--- src/rtl/axis_splitter_tdest.sv ---
// AXIS packet demultiplexer: steers each packet to one of NUM_STREAMS outputs by its head-beat tdest.
// Out-of-range destinations are swallowed whole and tallied in a saturating drop counter.
module axis_splitter_tdest #(
    parameter int unsigned AXIS_BYTES     = 1,
    parameter int unsigned AXIS_USER_BITS = 1,
    parameter int unsigned TDEST_BITS     = 8,
    parameter int unsigned NUM_STREAMS    = 2
) (
    input  logic                                   clk,
    input  logic                                   sreset,
    input  logic [8*AXIS_BYTES-1:0]                axis_i_tdata,
    input  logic [AXIS_BYTES-1:0]                  axis_i_tkeep,
    input  logic [AXIS_USER_BITS-1:0]              axis_i_tuser,
    input  logic [TDEST_BITS-1:0]                  axis_i_tdest,
    input  logic                                   axis_i_tlast,
    input  logic                                   axis_i_tvalid,
    output logic                                   axis_i_tready,
    output logic [NUM_STREAMS*8*AXIS_BYTES-1:0]    axis_o_tdata,
    output logic [NUM_STREAMS*AXIS_BYTES-1:0]      axis_o_tkeep,
    output logic [NUM_STREAMS*AXIS_USER_BITS-1:0]  axis_o_tuser,
    output logic [NUM_STREAMS*TDEST_BITS-1:0]      axis_o_tdest,
    output logic [NUM_STREAMS-1:0]                 axis_o_tlast,
    output logic [NUM_STREAMS-1:0]                 axis_o_tvalid,
    input  logic [NUM_STREAMS-1:0]                 axis_o_tready,
    output logic [15:0]                            drop_count,
    output logic                                   busy
);

    localparam int unsigned DATA_W = 8 * AXIS_BYTES;
    localparam int unsigned SEL_W  = (NUM_STREAMS > 1) ? $clog2(NUM_STREAMS) : 1;
    // Wide enough for any tdest and for NUM_STREAMS up to 256
    localparam int unsigned CMP_W  = ((TDEST_BITS > 9) ? TDEST_BITS : 9) + 1;

    typedef enum logic [1:0] {
        ST_HEAD  = 2'd0,
        ST_ROUTE = 2'd1,
        ST_DROP  = 2'd2
    } state_t;

    state_t                              r_state;
    state_t                              w_state_nxt;
    logic [SEL_W-1:0]                    r_sel;
    logic [SEL_W-1:0]                    w_sel_nxt;
    logic [SEL_W-1:0]                    w_tgt;
    logic [TDEST_BITS-1:0]               r_dest;
    logic [TDEST_BITS-1:0]               w_dest_nxt;
    logic [TDEST_BITS-1:0]               w_beat_dest;
    logic [15:0]                         r_drop_cnt;
    logic                                r_busy;
    logic                                w_in_range;
    logic                                w_tgt_stall;
    logic                                w_route;
    logic                                w_drop_done;

    logic [NUM_STREAMS-1:0]              r_valid;
    logic [NUM_STREAMS-1:0]              r_last;
    logic [NUM_STREAMS*DATA_W-1:0]       r_data;
    logic [NUM_STREAMS*AXIS_BYTES-1:0]   r_keep;
    logic [NUM_STREAMS*AXIS_USER_BITS-1:0] r_user;
    logic [NUM_STREAMS*TDEST_BITS-1:0]   r_odest;

    assign w_in_range = CMP_W'(axis_i_tdest) < CMP_W'(NUM_STREAMS);
    assign w_tgt      = (r_state == ST_HEAD) ? SEL_W'(axis_i_tdest) : r_sel;

    // Target slot is full and its consumer is not taking it this cycle
    always_comb begin
        w_tgt_stall = 1'b0;
        for (int unsigned k = 0; k < NUM_STREAMS; k++) begin
            if (w_tgt == SEL_W'(k) && r_valid[k] && !axis_o_tready[k]) begin
                w_tgt_stall = 1'b1;
            end
        end
    end

    // Next-state, route/drop decisions and input ready
    always_comb begin
        w_state_nxt   = r_state;
        w_sel_nxt     = r_sel;
        w_dest_nxt    = r_dest;
        w_beat_dest   = r_dest;
        w_route       = 1'b0;
        w_drop_done   = 1'b0;
        axis_i_tready = !w_tgt_stall;
        case (r_state)
            ST_HEAD: begin
                w_beat_dest = axis_i_tdest;
                if (!w_in_range) begin
                    axis_i_tready = 1'b1;
                    if (axis_i_tvalid) begin
                        if (axis_i_tlast) begin
                            w_drop_done = 1'b1;
                        end else begin
                            w_state_nxt = ST_DROP;
                        end
                    end
                end else if (axis_i_tvalid && !w_tgt_stall) begin
                    w_route    = 1'b1;
                    w_sel_nxt  = w_tgt;
                    w_dest_nxt = axis_i_tdest;
                    if (!axis_i_tlast) begin
                        w_state_nxt = ST_ROUTE;
                    end
                end
            end
            ST_ROUTE: begin
                if (axis_i_tvalid && !w_tgt_stall) begin
                    w_route = 1'b1;
                    if (axis_i_tlast) begin
                        w_state_nxt = ST_HEAD;
                    end
                end
            end
            ST_DROP: begin
                axis_i_tready = 1'b1;
                if (axis_i_tvalid && axis_i_tlast) begin
                    w_drop_done = 1'b1;
                    w_state_nxt = ST_HEAD;
                end
            end
            default: begin
                w_state_nxt = ST_HEAD;
            end
        endcase
    end

    // State, route selection and drop counter
    always_ff @(posedge clk) begin
        if (sreset) begin
            r_state    <= ST_HEAD;
            r_sel      <= '0;
            r_dest     <= '0;
            r_drop_cnt <= '0;
            r_busy     <= 1'b0;
        end else begin
            r_state <= w_state_nxt;
            r_sel   <= w_sel_nxt;
            r_dest  <= w_dest_nxt;
            r_busy  <= (w_state_nxt != ST_HEAD);
            if (w_drop_done && r_drop_cnt != 16'hFFFF) begin
                r_drop_cnt <= r_drop_cnt + 16'd1;
            end
        end
    end

    // Per-stream output slots; a new load takes priority over a drain
    always_ff @(posedge clk) begin
        if (sreset) begin
            r_valid <= '0;
            r_last  <= '0;
            r_data  <= '0;
            r_keep  <= '0;
            r_user  <= '0;
            r_odest <= '0;
        end else begin
            for (int unsigned k = 0; k < NUM_STREAMS; k++) begin
                if (w_route && w_tgt == SEL_W'(k)) begin
                    r_valid[k]                                  <= 1'b1;
                    r_last[k]                                   <= axis_i_tlast;
                    r_data[k*DATA_W +: DATA_W]                  <= axis_i_tdata;
                    r_keep[k*AXIS_BYTES +: AXIS_BYTES]          <= axis_i_tkeep;
                    r_user[k*AXIS_USER_BITS +: AXIS_USER_BITS]  <= axis_i_tuser;
                    r_odest[k*TDEST_BITS +: TDEST_BITS]         <= w_beat_dest;
                end else if (axis_o_tready[k]) begin
                    r_valid[k] <= 1'b0;
                end
            end
        end
    end

    assign axis_o_tvalid = r_valid;
    assign axis_o_tlast  = r_last;
    assign axis_o_tdata  = r_data;
    assign axis_o_tkeep  = r_keep;
    assign axis_o_tuser  = r_user;
    assign axis_o_tdest  = r_odest;
    assign drop_count    = r_drop_cnt;
    assign busy          = r_busy;

endmodule

--- config.mk ---
export PLATFORM = sky130hd
export DESIGN_NAME = axis_splitter_tdest
export DESIGN_NICKNAME = d
export VERILOG_FILES = /design/src/rtl/axis_splitter_tdest.sv
export SDC_FILE = /design/constraint.sdc
export NUM_CORES = 1
export LEC_CHECK = 0
export CELL_PAD_IN_SITES_DETAIL_PLACEMENT = 1
export CELL_PAD_IN_SITES_GLOBAL_PLACEMENT = 1
export CORE_MARGIN = 5
export CORE_UTILIZATION = 39
export CTS_BUF_LIST = sky130_fd_sc_hd__clkbuf_8
export CTS_CLUSTER_DIAMETER = 100
export DETAILED_ROUTE_END_ITERATION = 8
export PLACE_DENSITY = 0.93
export SLEW_MARGIN = 20
export SYNTH_ARGS = -nofsm -noshare
export SYNTH_HDL_FRONTEND = slang
export SYNTH_SLANG_ARGS = --single-unit
--- constraint.sdc ---
create_clock -name clk -period 4.47 [get_ports clk]
set_input_delay 1.1175 -clock clk [delete_from_list [all_inputs] [get_ports clk]]
set_output_delay 1.1175 -clock clk [all_outputs]
set_load 0.01 [all_outputs]
Word-level counts from Yosys, hierarchy flattened
Index checks and enable logic that the tools add are counted.
{"block": "totals", "inputBits": 24, "reg_bits": 68, "word_cells": 67, "out_inout_bits": 58}
{"block": "op_classes", "bitwise_logic": 1, "mux": 27, "n_eq_ne": 3, "reduce_logical": 17, "order_cmp": 1, "n_addsub": 1}
{"op": "$add A16 B1 Y16 const B", "count": 1}
{"op": "$mux W2", "count": 8}
{"op": "$ne A16 B16 Y1 const B", "count": 1}
{"op": "$mux W1", "count": 14}
{"op": "$logic_and A1 B1 Y1", "count": 9}
{"op": "$lt A8 B2 Y1 const B", "count": 1}
{"op": "$mux W8", "count": 1}
{"op": "$pmux W1 S2", "count": 3}
{"op": "$pmux W2 S3", "count": 1}
{"op": "$reduce_bool A2 Y1", "count": 3}
{"op": "$logic_not A1 Y1", "count": 3}
{"op": "$reduce_and A3 Y1", "count": 1}
{"op": "$eq A2 B1 Y1 const B", "count": 1}
{"op": "$eq A2 B2 Y1 const B", "count": 1}
{"op": "$logic_not A2 Y1", "count": 1}
{"op": "$not A1 Y1", "count": 1}

Logic depth before layout (Yosys ltp)
{"block": "logic_depth", "ltp_word": 14, "ltp_mapped": 8, "depth_no_buf": 6}

Least setup slack after synthesis
Ideal clock, no wire load.
{"block": "synth_path", "path_kind": "input -> output", "from": "input port axis_i_tdest[7]", "to": "output port axis_i_tready", "required_time_ps": 3353, "arrival_time_ps": 1844, "path_buffers": 0, "slack_ps": 1508, "stages": 4, "path_cell_list": "nor4_2 nand2_1 nor2_1 o21ai_0"}
{"block": "synth_between", "elab_chain_len": 3}
{"item": "start, declared", "line_no": "14", "text": "input logic [TDEST_BITS-1:0] axis_i_tdest,"}
{"item": "$lt A8 B2 Y1", "line_no": "62", "text": "assign w_in_range = CMP_W'(axis_i_tdest) < CMP_W'(NUM_STREAMS);"}
{"item": "$mux W1", "line_no": "87", "text": "if (!w_in_range) begin"}
{"item": "$pmux W1 S2", "line_no": "84", "text": "case (r_state)"}
{"item": "end, declared", "line_no": "17", "text": "output logic axis_i_tready,"}
No other way between the ends.

Final worst setup path
{"block": "layout_path", "from": "input port axis_i_tdest[0]", "to": "output port axis_i_tready"}
{"block": "layout_between", "elab_chain_len": 9, "word_cells_on_any_way": 12, "classes_between": "1 x order compare; 5 x mux; 1 x bitwise; 5 x reduce/logical"}
{"item": "parallel branches: the longest is 8 deep, another holds $lt A8 B2 Y1"}
{"item": "$pmux W1 S2 (*)", "line_no": "84"}
Mark *: on every way between the ends.

==> results.toml <==
[critical_path]
arrival_ns = 2.94
r2r-end = "drop_count[15]"
cp.required_ns = 3.35
path_class = "primary input to output pin"
r2r_slack_ns = 2.24
startpoint_type = "primary input"
path_max_fanout = 4
cp-end-kind = "output pin"
r2r-start = "r_state[1]"
worst-r2r-cell-count = 5

[synth]
async_reset_ff_share_pct = 0
synth-edff-count = 0
synth.distinct_cells = 39
synth_nets = 311
synthFlopType = "dfxtp_1"
avgSynthCellArea_sq_um = 9.730
ys_warn_count = 0
synth_sequential_area_ratio_pct = 48.92
synth_cells = 286
ys_ff_latch = 68
syn-cell-area_sq_um = 2783

[cts]
cts_made_buffers = 9
clkTransAtPathRegs_ns = 0.07
htree_num_levels = 3
cts.sinks = 68
holdBufCountCts = 0
post_cts_resized = 0
clk-insertion-delay-late_ns = 0.33
cts_root_buffer = "clkbuf_8"
postCtsSetupRepairBufs = 0
cts_tree = "done"
cts_buffer_depth = 2

[pwr]
power_mw = 1.251
p_leak_nw = 1.308
powerDensity_nw_per_um2 = 322.6
peakVddDrop_v = 0.0001605

[grt]
antenna_found_initial = 0
grt_pass1_vias = 2539
grt_max_degree = 40
gr-total-overflow = 0
grt_first_pass_wirelength_microns = 12580
grt.total_usage_pct = 18.14

[timing]
period_share_pct = 90.86
rsz0062_at_grt = "no"
whs_ns = 0.4719
fmax_ghz = 0.2462
final_max_slew_viol_count = 0
finalSetupViolCount = 0
hold_violations = 0
fin_crit_ns = 4.062
clock_skew_ns = 0.009751
fin_tns_setup_ns = 0
max_slew.worst_pin.slew_ns = 0.7484
max_slew_margin_pct = 49.92

[job]
maxCapViolCount = 0

[drt]
viasPerCell = 5.105
dr.first_iter.drc_count = 28
drt-total-wl_microns = 7852
drc_errors = 0
vias = 2374
dr.pass1.iters = 4
ant_nets = 0
wire_per_inst_microns = 16.89

[floorplanning]
die_h_microns = 94.47
core_area_sq_um = 6869
start_util_pct = 40.51
dieArea_sq_um = 8925
die_w_microns = 94.47
num_io_pins = 82
rows = 30

[place]
dpl.cell_count = 449
place_congestion = 0.8259
hpwl_microns = 5722
portBuffers = 81

[cells_and_area]
diodes = 0
fin_cells = 465
drive_above_1_share_pct = 9.214
area_growth_syn_to_layout_pct = 39.39
fillers = 766
num-nets-final = 389

[worst_hold_path]
hp-class = "flop to flop"
hold_depth = 1
hold_end = "r_dest[5]"
worstHoldStart = "r_dest[5]"

[outcome]
status = "finished clean"
[synth_stat cells, drive strengths merged, types with 3 or more instances]
library cell,instances,area [sq um]
nand4,7,43.79
a21oi,6,30.03
mux2,3,33.78
nand3,4,20.02
nor2b,6,37.54
buf,7,61.30
a211oi,17,145.1
nand2b,3,18.77
xnor2,11,96.34
nor3,4,20.02
mux2i,33,330.3
and2,7,43.79
nor2,64,240.2
dfxtp,68,1361
nor4,8,56.30
nand2,6,22.52
clkbuf,11,45.05
[kinds of logic (layout without fill, tap and decap cells)]
kind of cell,Yosys count,count (layout),share of synthesized area [%]
AOI/OAI and AO/OA,30,30,8.274
adders and majority gates,1,1,0.4496
DFF,68,68,48.92
and+or+nand+nor,120,120,21.72
buffers and inverters,20,103,4.092
xor gates and xnor gates,11,11,3.462
muxes,36,36,13.08
[state kept, by name, summed over array words and instances, names as in the netlist]
name / cells
axis_o_tdata: 16
axis_o_tdest: 16
drop_count: 16
r_dest: 8
axis_o_tkeep: 2
axis_o_tlast: 2
axis_o_tuser: 2
axis_o_tvalid: 2
r_state: 2
busy: 1
r_sel: 1
[worst max-delay path by stage]
stage               cells after the start             from  slack, ns             to
detailed placement                      6  axis_i_tdest[0]       0.41  axis_i_tready
floorplan                               4  axis_i_tdest[7]       1.51  axis_i_tready
global route                            6  axis_i_tdest[7]       0.29  axis_i_tready
global placement                        6  axis_i_tdest[0]       0.49  axis_i_tready
CTS                                     6  axis_i_tdest[0]       0.40  axis_i_tready
finish                                  6  axis_i_tdest[0]       0.41  axis_i_tready
[critical path, cell delays in order]
cell and delay (ns):
clkdlybuf4s50_1 0.45, nor3b_4 0.18, nor2_1 0.27, mux2i_1 0.30, o21ai_0 0.12, clkdlybuf4s50_1 0.49
[layout by cell type, fill, tap and decap left out, drive strengths merged, types with 6 or more instances in the layout]
| master | n |
|---|---|
| clkdlybuf4s50 | 80 |
| dfxtp | 68 |
| nor2 | 64 |
| mux2i | 33 |
| a211oi | 17 |
| xnor2 | 11 |
| clkbuf | 10 |
| nor4 | 8 |
| and2 | 7 |
| nand4 | 7 |
| nand2 | 6 |
| nor2b | 6 |
| a21oi | 6 |
[stage by stage]
step | area [sq um] | setup slack [ns] | util [%]
4_1_cts | 3879 | 0.3976 | 56.47
3_5_place_dp | 3654 | 0.4129 | 53.19
5_1_grt | 3879 | 0.2853 | 56.47
2_1_floorplan | 2783 | 1.508 | -
3_3_place_gp | 3654 | 0.4937 | 53.19
6_report | 3879 | 0.4085 | 56.47
[final cells by class]
class / count / area, sq um / area share (%)
well taps: 96 / 120.1 / 3.097
clock inverters: 6 / 87.58 / 2.258
multi-input cells: 198 / 1329 / 34.26
flip-flops and latches: 68 / 1361 / 35.10
clock buffers: 10 / 137.6 / 3.548
repair buffers: 85 / 835.8 / 21.55
inverters: 2 / 7.507 / 0.1935
[power by group]
| group | total, mW | switching (mW) | internal (mW) |
|---|---|---|---|
| Sequential | 0.613 | 0.00413 | 0.608 |
| Combinational | 0.0723 | 0.0363 | 0.0360 |
| Clock | 0.566 | 0.238 | 0.328 |
[layer usage]
metal	GRT usage [%]	share of wire (%)	vias up
met5	0	0	-
met2	32.57	51	55
met3	5.498	6.4	4
met4	6.130	0.55	0
li1	-	-	1148
met1	20.34	42	1167
Power figures use the tool's default switching activity.
